## src/rtl/req_priority_arbiter_if.sv

```systemverilog
// ---------------------------------------------------------------------------
// req_priority_arbiter_if
//   Bundles the requester-side handshake and the grant outputs of the
//   8-way arbiter. Clock and reset stay outside as plain module ports.
//
//   Signals:
//     req[7:0]       request vector, bit i = requester i
//     done           release pulse from the current owner
//     grant[7:0]     one-hot grant, zero when nobody owns the resource
//     grant_idx[2:0] binary index of the owner, zero when none
//     busy           high while a grant is held
//     timeout        one-cycle pulse when a grant was revoked by hold expiry
//
//   Modports:
//     master  requesting side (drives req/done, observes grant status)
//     slave   arbiter side    (observes req/done, drives grant status)
// ---------------------------------------------------------------------------
interface req_priority_arbiter_if;
  logic [7:0] req;
  logic       done;
  logic [7:0] grant;
  logic [2:0] grant_idx;
  logic       busy;
  logic       timeout;

  modport master (
    output req,
    output done,
    input  grant,
    input  grant_idx,
    input  busy,
    input  timeout
  );

  modport slave (
    input  req,
    input  done,
    output grant,
    output grant_idx,
    output busy,
    output timeout
  );
endinterface

```

## src/rtl/req_priority_arbiter.sv

```systemverilog
// ---------------------------------------------------------------------------
// req_priority_arbiter
//   Shares one downstream resource among 8 requesters. While idle it picks a
//   winner from req (bit 7 highest), then holds a one-hot grant until the
//   owner pulses done, drops its request, or the hold limit expires. Every
//   release is followed by one cool cycle before arbitration resumes.
//   grant_idx drives the datapath select mux. All outputs are registered;
//   there is no combinational path from req/done to any output.
//
//   Parameters:
//     MAX_HOLD  maximum cycles a grant may be held (0 = no limit)
//     CNT_W     hold counter width, 2**CNT_W must exceed MAX_HOLD
//
//   Ports:
//     clk   rising-edge clock
//     rst   asynchronous active-high reset
//     bus   req_priority_arbiter_if.slave (req, done in; grant, grant_idx,
//           busy, timeout out)
//
//   Build option:
//     ARB_ROUND_ROBIN_EN  when defined, selection rotates: a pointer holds
//                         the last granted index and the search runs
//                         p-1, p-2, ... down to p (mod 8). When undefined the
//                         selection is pure fixed priority and no pointer
//                         register exists.
//
//   state | meaning
//   ------+-----------------------------------------------------------------
//   IDLE  | no owner; a non-zero req at the edge latches a winner
//   GRANT | owner holds grant; hold counter runs from 1
//   COOL  | single dead cycle after release, outputs zero, then IDLE
// ---------------------------------------------------------------------------
module req_priority_arbiter #(
  parameter int MAX_HOLD = 16,
  parameter int CNT_W    = 5
) (
  input  logic                   clk,
  input  logic                   rst,
  req_priority_arbiter_if.slave  bus
);

  typedef enum logic [1:0] {
    ST_IDLE  = 2'd0,
    ST_GRANT = 2'd1,
    ST_COOL  = 2'd2
  } state_t;

  localparam logic [CNT_W-1:0] HOLD_LIM = CNT_W'(MAX_HOLD);
  localparam logic [CNT_W-1:0] CNT_MAX  = {CNT_W{1'b1}};
  localparam logic [CNT_W-1:0] CNT_ONE  = CNT_W'(1);

  state_t           state_q, state_d;
  logic [7:0]       grant_q, grant_d;
  logic [2:0]       idx_q, idx_d;
  logic             busy_q, busy_d;
  logic             timeout_q, timeout_d;
  logic [CNT_W-1:0] cnt_q, cnt_d;

  logic [2:0]       win_idx;
  logic             rel_done;
  logic             rel_drop;
  logic             rel_tmo;
  logic             release_now;

  // -------------------------------------------------------------------------
  // Winner selection
  // -------------------------------------------------------------------------
`ifdef ARB_ROUND_ROBIN_EN
  logic [2:0] ptr_q, ptr_d;
  logic [2:0] cand;

  // Scan from the far end (p-8 == p) towards p-1 so the last hit, i.e. the
  // candidate closest to p-1, is the one that sticks.
  always_comb begin
    win_idx = 3'd0;
    cand    = 3'd0;
    for (int k = 8; k >= 1; k--) begin
      cand = ptr_q - 3'(k);
      if (bus.req[cand]) begin
        win_idx = cand;
      end
    end
  end

  always_ff @(posedge clk or posedge rst) begin
    if (rst) begin
      ptr_q <= 3'd0;
    end else begin
      ptr_q <= ptr_d;
    end
  end
`else
  // Ascending scan: the highest set bit is the last hit and wins.
  always_comb begin
    win_idx = 3'd0;
    for (int i = 0; i < 8; i++) begin
      if (bus.req[i]) begin
        win_idx = 3'(i);
      end
    end
  end
`endif

  // -------------------------------------------------------------------------
  // Release causes, only meaningful while in GRANT
  // -------------------------------------------------------------------------
  assign rel_done    = bus.done;
  assign rel_drop    = ~bus.req[idx_q];
  assign rel_tmo     = (MAX_HOLD != 0) && (cnt_q == HOLD_LIM);
  assign release_now = rel_done | rel_drop | rel_tmo;

  // -------------------------------------------------------------------------
  // State and output registers
  // -------------------------------------------------------------------------
  always_ff @(posedge clk or posedge rst) begin
    if (rst) begin
      state_q   <= ST_IDLE;
      grant_q   <= 8'd0;
      idx_q     <= 3'd0;
      busy_q    <= 1'b0;
      timeout_q <= 1'b0;
      cnt_q     <= '0;
    end else begin
      state_q   <= state_d;
      grant_q   <= grant_d;
      idx_q     <= idx_d;
      busy_q    <= busy_d;
      timeout_q <= timeout_d;
      cnt_q     <= cnt_d;
    end
  end

  // -------------------------------------------------------------------------
  // Next state and next registered outputs. Outputs default to zero so that
  // COOL and IDLE need no explicit clearing.
  // -------------------------------------------------------------------------
  always_comb begin
    state_d   = state_q;
    grant_d   = 8'd0;
    idx_d     = 3'd0;
    busy_d    = 1'b0;
    timeout_d = 1'b0;
    cnt_d     = '0;
`ifdef ARB_ROUND_ROBIN_EN
    ptr_d     = ptr_q;
`endif

    case (state_q)
      ST_IDLE: begin
        if (bus.req != 8'd0) begin
          state_d = ST_GRANT;
          grant_d = 8'd1 << win_idx;
          idx_d   = win_idx;
          busy_d  = 1'b1;
          cnt_d   = CNT_ONE;
`ifdef ARB_ROUND_ROBIN_EN
          ptr_d   = win_idx;
`endif
        end
      end

      ST_GRANT: begin
        if (release_now) begin
          state_d   = ST_COOL;
          // Expiry is only reported when it is the sole reason for release.
          timeout_d = rel_tmo & ~rel_done & ~rel_drop;
        end else begin
          grant_d = grant_q;
          idx_d   = idx_q;
          busy_d  = 1'b1;
          // Saturate so an unlimited hold (MAX_HOLD == 0) never wraps.
          cnt_d   = (cnt_q == CNT_MAX) ? cnt_q : cnt_q + CNT_ONE;
        end
      end

      ST_COOL: begin
        state_d = ST_IDLE;
      end

      default: begin
        state_d = ST_IDLE;
      end
    endcase
  end

  assign bus.grant     = grant_q;
  assign bus.grant_idx = idx_q;
  assign bus.busy      = busy_q;
  assign bus.timeout   = timeout_q;

endmodule

```

## src/flat_wrapper.sv

```systemverilog
// flat-port wrapper written by rule: the top's interface ports become plain ports
module req_priority_arbiter_flat 
#(
  parameter int MAX_HOLD = 16,
  parameter int CNT_W    = 5
)
  (clk, rst, bus_req, bus_done, bus_grant, bus_grant_idx, bus_busy, bus_timeout);
  req_priority_arbiter_if bus_i ();
  input  logic clk;
  input  logic rst;
  input wire logic [$bits(bus_i.req)-1:0] bus_req;
  input wire logic [$bits(bus_i.done)-1:0] bus_done;
  output wire logic [$bits(bus_i.grant)-1:0] bus_grant;
  output wire logic [$bits(bus_i.grant_idx)-1:0] bus_grant_idx;
  output wire logic [$bits(bus_i.busy)-1:0] bus_busy;
  output wire logic [$bits(bus_i.timeout)-1:0] bus_timeout;
  assign bus_i.req = bus_req;
  assign bus_i.done = bus_done;
  assign bus_grant = bus_i.grant;
  assign bus_grant_idx = bus_i.grant_idx;
  assign bus_busy = bus_i.busy;
  assign bus_timeout = bus_i.timeout;
  req_priority_arbiter #(.MAX_HOLD(MAX_HOLD), .CNT_W(CNT_W)) u_core (.clk(clk), .rst(rst), .bus(bus_i));
endmodule
```

## config.mk

```make
export PLATFORM = sky130hd
export DESIGN_NAME = req_priority_arbiter_flat
export DESIGN_NICKNAME = d
export VERILOG_FILES = /design/src/rtl/req_priority_arbiter_if.sv /design/src/rtl/req_priority_arbiter.sv /design/src/flat_wrapper.sv
export SDC_FILE = /design/constraint.sdc
export NUM_CORES = 1
export LEC_CHECK = 0
export BUFFER_PORTS_ARGS = -buffer_cell sky130_fd_sc_hd__buf_2
export CORE_ASPECT_RATIO = 0.75
export CORE_MARGIN = 1.5
export CORE_UTILIZATION = 59
export CTS_BUF_LIST = sky130_fd_sc_hd__clkbuf_8
export CTS_CLUSTER_DIAMETER = 120
export CTS_CLUSTER_SIZE = 10
export DETAILED_ROUTE_END_ITERATION = 8
export PLACE_DENSITY_LB_ADDON = 0.15
export SLEW_MARGIN = 10
export SYNTH_ARGS = -nofsm -noshare
export SYNTH_HDL_FRONTEND = slang
export SYNTH_SLANG_ARGS = --single-unit
```

## constraint.sdc

```tcl
create_clock -name clk -period 3.1 [get_ports clk]
set_clock_uncertainty 0.2 [all_clocks]
set_input_delay 0.31 -clock clk [delete_from_list [all_inputs] [get_ports clk]]
set_output_delay 0.31 -clock clk [all_outputs]
set_load 0.01 [all_outputs]
```

Word-level counts from Yosys, hierarchy flattened
Cells that the tools add are included. W data, S select, Z words.

Flip-flop bits (word level): 20. Latch bits: 0. RAM bits: 0. Bits in read-only memories: 0. Output and inout bits: 13. Word-level logic and storage cells: 51. Memories kept: 0.

Add/subtract/negate cells: 1. Multipliers: 0. Div/mod/pow operators: 0. $lt $le $gt $ge: 1. Equality and inequality tests: 6. Shift-type cells: 1. Mux-type cells: 27. Bitwise operators: 6. Reduce and logical (&&, ||, !) cells: 3.

Operators with widths (count): $mux W3 (8); $mux W8 (2); $pmux W8 S2 (1); $eq A5 B5 Y1 const B (2); $mux W5 (2); $pmux W5 S2 (1); $reduce_bool A8 Y1 (1); $shl A1 B3 Y8 const A (1); $mux W1 (7); $pmux W3 S2 (1); $add A5 B1 Y5 const B (1); $lt A3 B4 Y1 const B (1); $mux W2 (2); $ne A2 B1 Y1 const B (2); $pmux W2 S2 (1); $bmux W1 S3 (1); $ne A3 B2 Y1 const B (1); $and A1 B1 Y1 (2); $eq A2 B1 Y1 const B (1); $logic_not A2 Y1 (1); $not A1 Y1 (2); $or A1 B1 Y1 (2); $pmux W1 S2 (1); $reduce_and A2 Y1 (1).

Logic depth before layout (Yosys ltp)
Depth after elaboration: 10. Gate-level depth with buffers: 6. Mapped depth without buffers: 6.

Worst setup path after synthesis
Ideal clock, no wire load.

Path kind: register to register. Start point: reg u_core.idx_q[0] (netlist: u_core.bus.grant_idx[0]). End point: reg u_core.idx_q[0] (netlist: u_core.bus.grant_idx[0]). Setup time: 121 ps. Data arrival time: 1428 ps. Required time: 2779 ps. Slack: 1351 ps. Cell stages (with the launch flop): 7. Period minus slack after synthesis: 1749 ps. Cell sequence: dfrtp_1 > buf_6 > mux2i_1 > a221oi_2 > and3_1 > buf_6 > a22o_2.

Longest elaborated chain between the ends: 6.

RTL lines: from (decl) (RTL line req_priority_arbiter.sv:54) `logic [2:0] idx_q, idx_d;`; from (signal assigned) (RTL line req_priority_arbiter.sv:126) `idx_q <= idx_d;`; $bmux W1 S3 (RTL line req_priority_arbiter.sv:108) `assign rel_drop = ~bus.req[idx_q];`; $mux W1 (implied by the code) (RTL line req_priority_arbiter.sv:108); $not A1 Y1 (RTL line req_priority_arbiter.sv:108); $or A1 B1 Y1 (2 in a row) (RTL line req_priority_arbiter.sv:110) `assign release_now = rel_done | rel_drop | rel_tmo;`; $ne A2 B1 Y1 (no source line).

Every way passes these cells. The select of a mux whose other input is x is not followed. A chain may end at the register's enable or synchronous reset.

Final worst setup path
Start point: reg u_core.idx_q[0] (netlist: u_core.bus.grant_idx[0]). End point: reg u_core.grant_q[3] (netlist: u_core.bus.grant[3]).

Longest elaborated chain between the ends: 6.

RTL lines: $bmux W1 S3 (RTL line req_priority_arbiter.sv:108); $mux W1 (implied by the code) (RTL line req_priority_arbiter.sv:108); $not A1 Y1 (RTL line req_priority_arbiter.sv:108); $or A1 B1 Y1 (2 in a row) (RTL line req_priority_arbiter.sv:110); $ne A2 B1 Y1 (no source line); to (signal assigned) (RTL line req_priority_arbiter.sv:125) `grant_q <= grant_d;`; to (decl) (RTL line req_priority_arbiter.sv:53) `logic [7:0] grant_q, grant_d;`.

Every way passes these cells. The select of a mux whose other input is x is not followed.

==> qor.yml <==
fp.dieW_um: 51.4
vias_per_cell: 6.29
fin_crit_ns: 1.99
die_area_um2: 2020
cp_max_fo: 11
max_stage_delay_ns: 0.48
drt_iter0_drc: 36
synth_area_leaders: "dfrtp_1 48%, mux2i_1 5.8%, a32o_1 4.8%, ha_1 3.6%, nor2_1 3.3%"
yosysSeqAreaShare_pct: 48.4
fmax_ghz: 0.502
cts_sinks: 20
cts_tree: "built"
cts_made_buffers: 3
grt_setup_unrepaired: "no"
place.gp.congestion: 0.765
ir_drop_mv: 0.756
numPortBuffers: 23
core_um2: 1560
async_flop_share_pct: 100
diodes: 0
wl_mm: 2.55
yosys.area.top_type: "dfrtp_1"
fill_cells: 113
start_util_pct: 66.3
crit_required_ns: 3.09
startpoint_type: "flop"
setup_tns_ns: 0
route.detailed.drc: 0
yosysUniqueCellTypes: 34
end_kind: "flop"
cellLeakagePower_nw: 0.608
final_util_pct: 79.1
ys_ff_latch: 20
syn_inst: 96
ant_nets: 0
setup_viol: 0
vias: 899
hp-class: "input pin to flop"
synth_edf_count: 0
postCtsHoldBufs: 1
synth.most_common_cell: "dfrtp_1"
p_per_area_nw_per_um2: 802
wl_per_cell_um: 17.8
num_rows: 12
syn_avg_cell_area_um2: 10.8
worstSetupPathType: "flop to flop"
antenna_found_initial: 0
relSlewSlack_pct: 48.7
postCtsSetupRepairBufs: 0
cts-resized-gates: 0
cts-root-buf: "clkbuf_8"
pin_count: 24
cp.arrival_ns: 1.99
htreeDepth: 1
slew_violations: 0
tightest_slew_ns: 0.769
hold_viol_final: 0
critPathBufInv: 0
grt_start_max_net_pins: 21
dieHeight_um: 39.3
yosys_warnings: 0
cp_top_family: "compound AO/OA/AOI/OAI gates"
finalCritPeriodShare_pct: 64.3
grt_pass1_vias: 858
areaGrowthSynthToFinish_pct: 19.3
cp_cell_sequence: "mux2i_1 > a221oi_2 > and3_1 > a32o_1"
finalNetCount: 137
track_usage_pct: 29.4
firstDrtPassIters: 5
clk_pin_slew_worst_paths_ns: 0.07
clk_latency_ns: 0.26
drive_gt1_share_pct: 25.4
synthFlopType: "dfrtp_1"
grt_first_pass_wirelength_mm: 4.13
grt-ovfl-total: 0
syn_nets: 110
synth_common_cells: "20 x dfrtp_1, 9 x nor2_1, 6 x inv_1, 6 x mux2i_1"
cap_viol_max_count: 0
crit_slowest_cell: "and3_1"
synth_top_area_share_pct: 48.4
cts_buffer_depth: 2
dp_hpwl_mm: 1.80
syn_area_um2: 1030
outcome: "finished, final reports clean"
## stage by stage
stage / std cells / hold slack, ns / worst slack [ns] / power (W) / cell area (um2)
after global routing: 143 / 0.153 / 1.03 / 0.00104 / 1230
after floorplan: 96 / 0.0738 / 1.35 / 0.000622 / 1030
after CTS: 143 / 0.142 / 1.12 / 0.000987 / 1230
after detailed placement: 138 / 0.272 / 1.16 / 0.000717 / 1150
final: 143 / 0.160 / 1.11 / 0.000991 / 1230
after global placement: 138 / 0.265 / 1.25 / 0.000693 / 1150
## report_power, final
part	internal, W	total, W	switching (W)
logic	0.000143	0.000341	0.000198
registers	0.000320	0.000391	0.0000712
clock network	0.000172	0.000259	0.0000865
## logic make-up after synthesis
logic type / share of synthesized area (%)
AO/OA/AOI/OAI: 21.0
XOR/XNOR: 1.69
adder cells (fa/ha/maj): 3.63
buffers and inverters: 4.35
flip-flops: 48.4
multiplexers: 5.80
AND/OR/NAND/NOR: 15.1
## worst paths after layout
path	from	endpoint	slack, ns	cells after the start
max	u_core.bus.grant_idx[0]	u_core.bus.grant[3]	1.11	4
min	bus_req[7]	u_core.bus.grant[7]	0.16	2
max reg2reg	u_core.bus.grant_idx[0]	u_core.bus.grant[3]	1.11	4
min reg2reg	u_core.bus.grant[2]	u_core.bus.grant[2]	0.29	1
max in group asynchronous	rst	u_core.bus.grant[2]	1.69	3
min in group asynchronous	rst	u_core.state_q[1]	0.53	3
## flip-flops by register name, indices dropped and copies added (netlist names)
name                  cells
u_core.bus.busy           1
u_core.bus.grant          8
u_core.bus.grant_idx      3
u_core.bus.timeout        1
u_core.cnt_q              5
u_core.state_q            2
## layout by cell type, fill, tap and decap left out, drive strengths merged, types with 2 or more instances in the layout
cell type,n
o2bb2ai,2
o21ai,2
a21oi,2
mux2i,6
ha,3
a31oi,2
and3,3
a22o,3
nand3,2
a221oi,2
nor2b,3
clkbuf,3
nand2,5
inv,6
a32o,5
nor2,9
a22oi,2
nand2b,2
nor3,3
buf,23
dfrtp,20
## final cells by class
cell class	instances	area, um2	area share, %
Sequential cell	20	500	40.5
Inverter	6	22.5	1.82
Timing Repair Buffer	24	125	10.1
Clock inverter	1	30.0	2.43
Multi-Input combinational cell	68	489	39.6
Clock buffer	3	41.3	3.34
Tap cell	21	26.3	2.13
## per-layer routing
metal,up-vias,wire length [um],track usage [%]
met1,423,1120,39.2
met4,0,48,9.21
met3,12,190,7.63
met5,-,0,0
li1,415,-,-
met2,49,1180,47.7
Note: power is estimated with default switching activity, not from simulation.
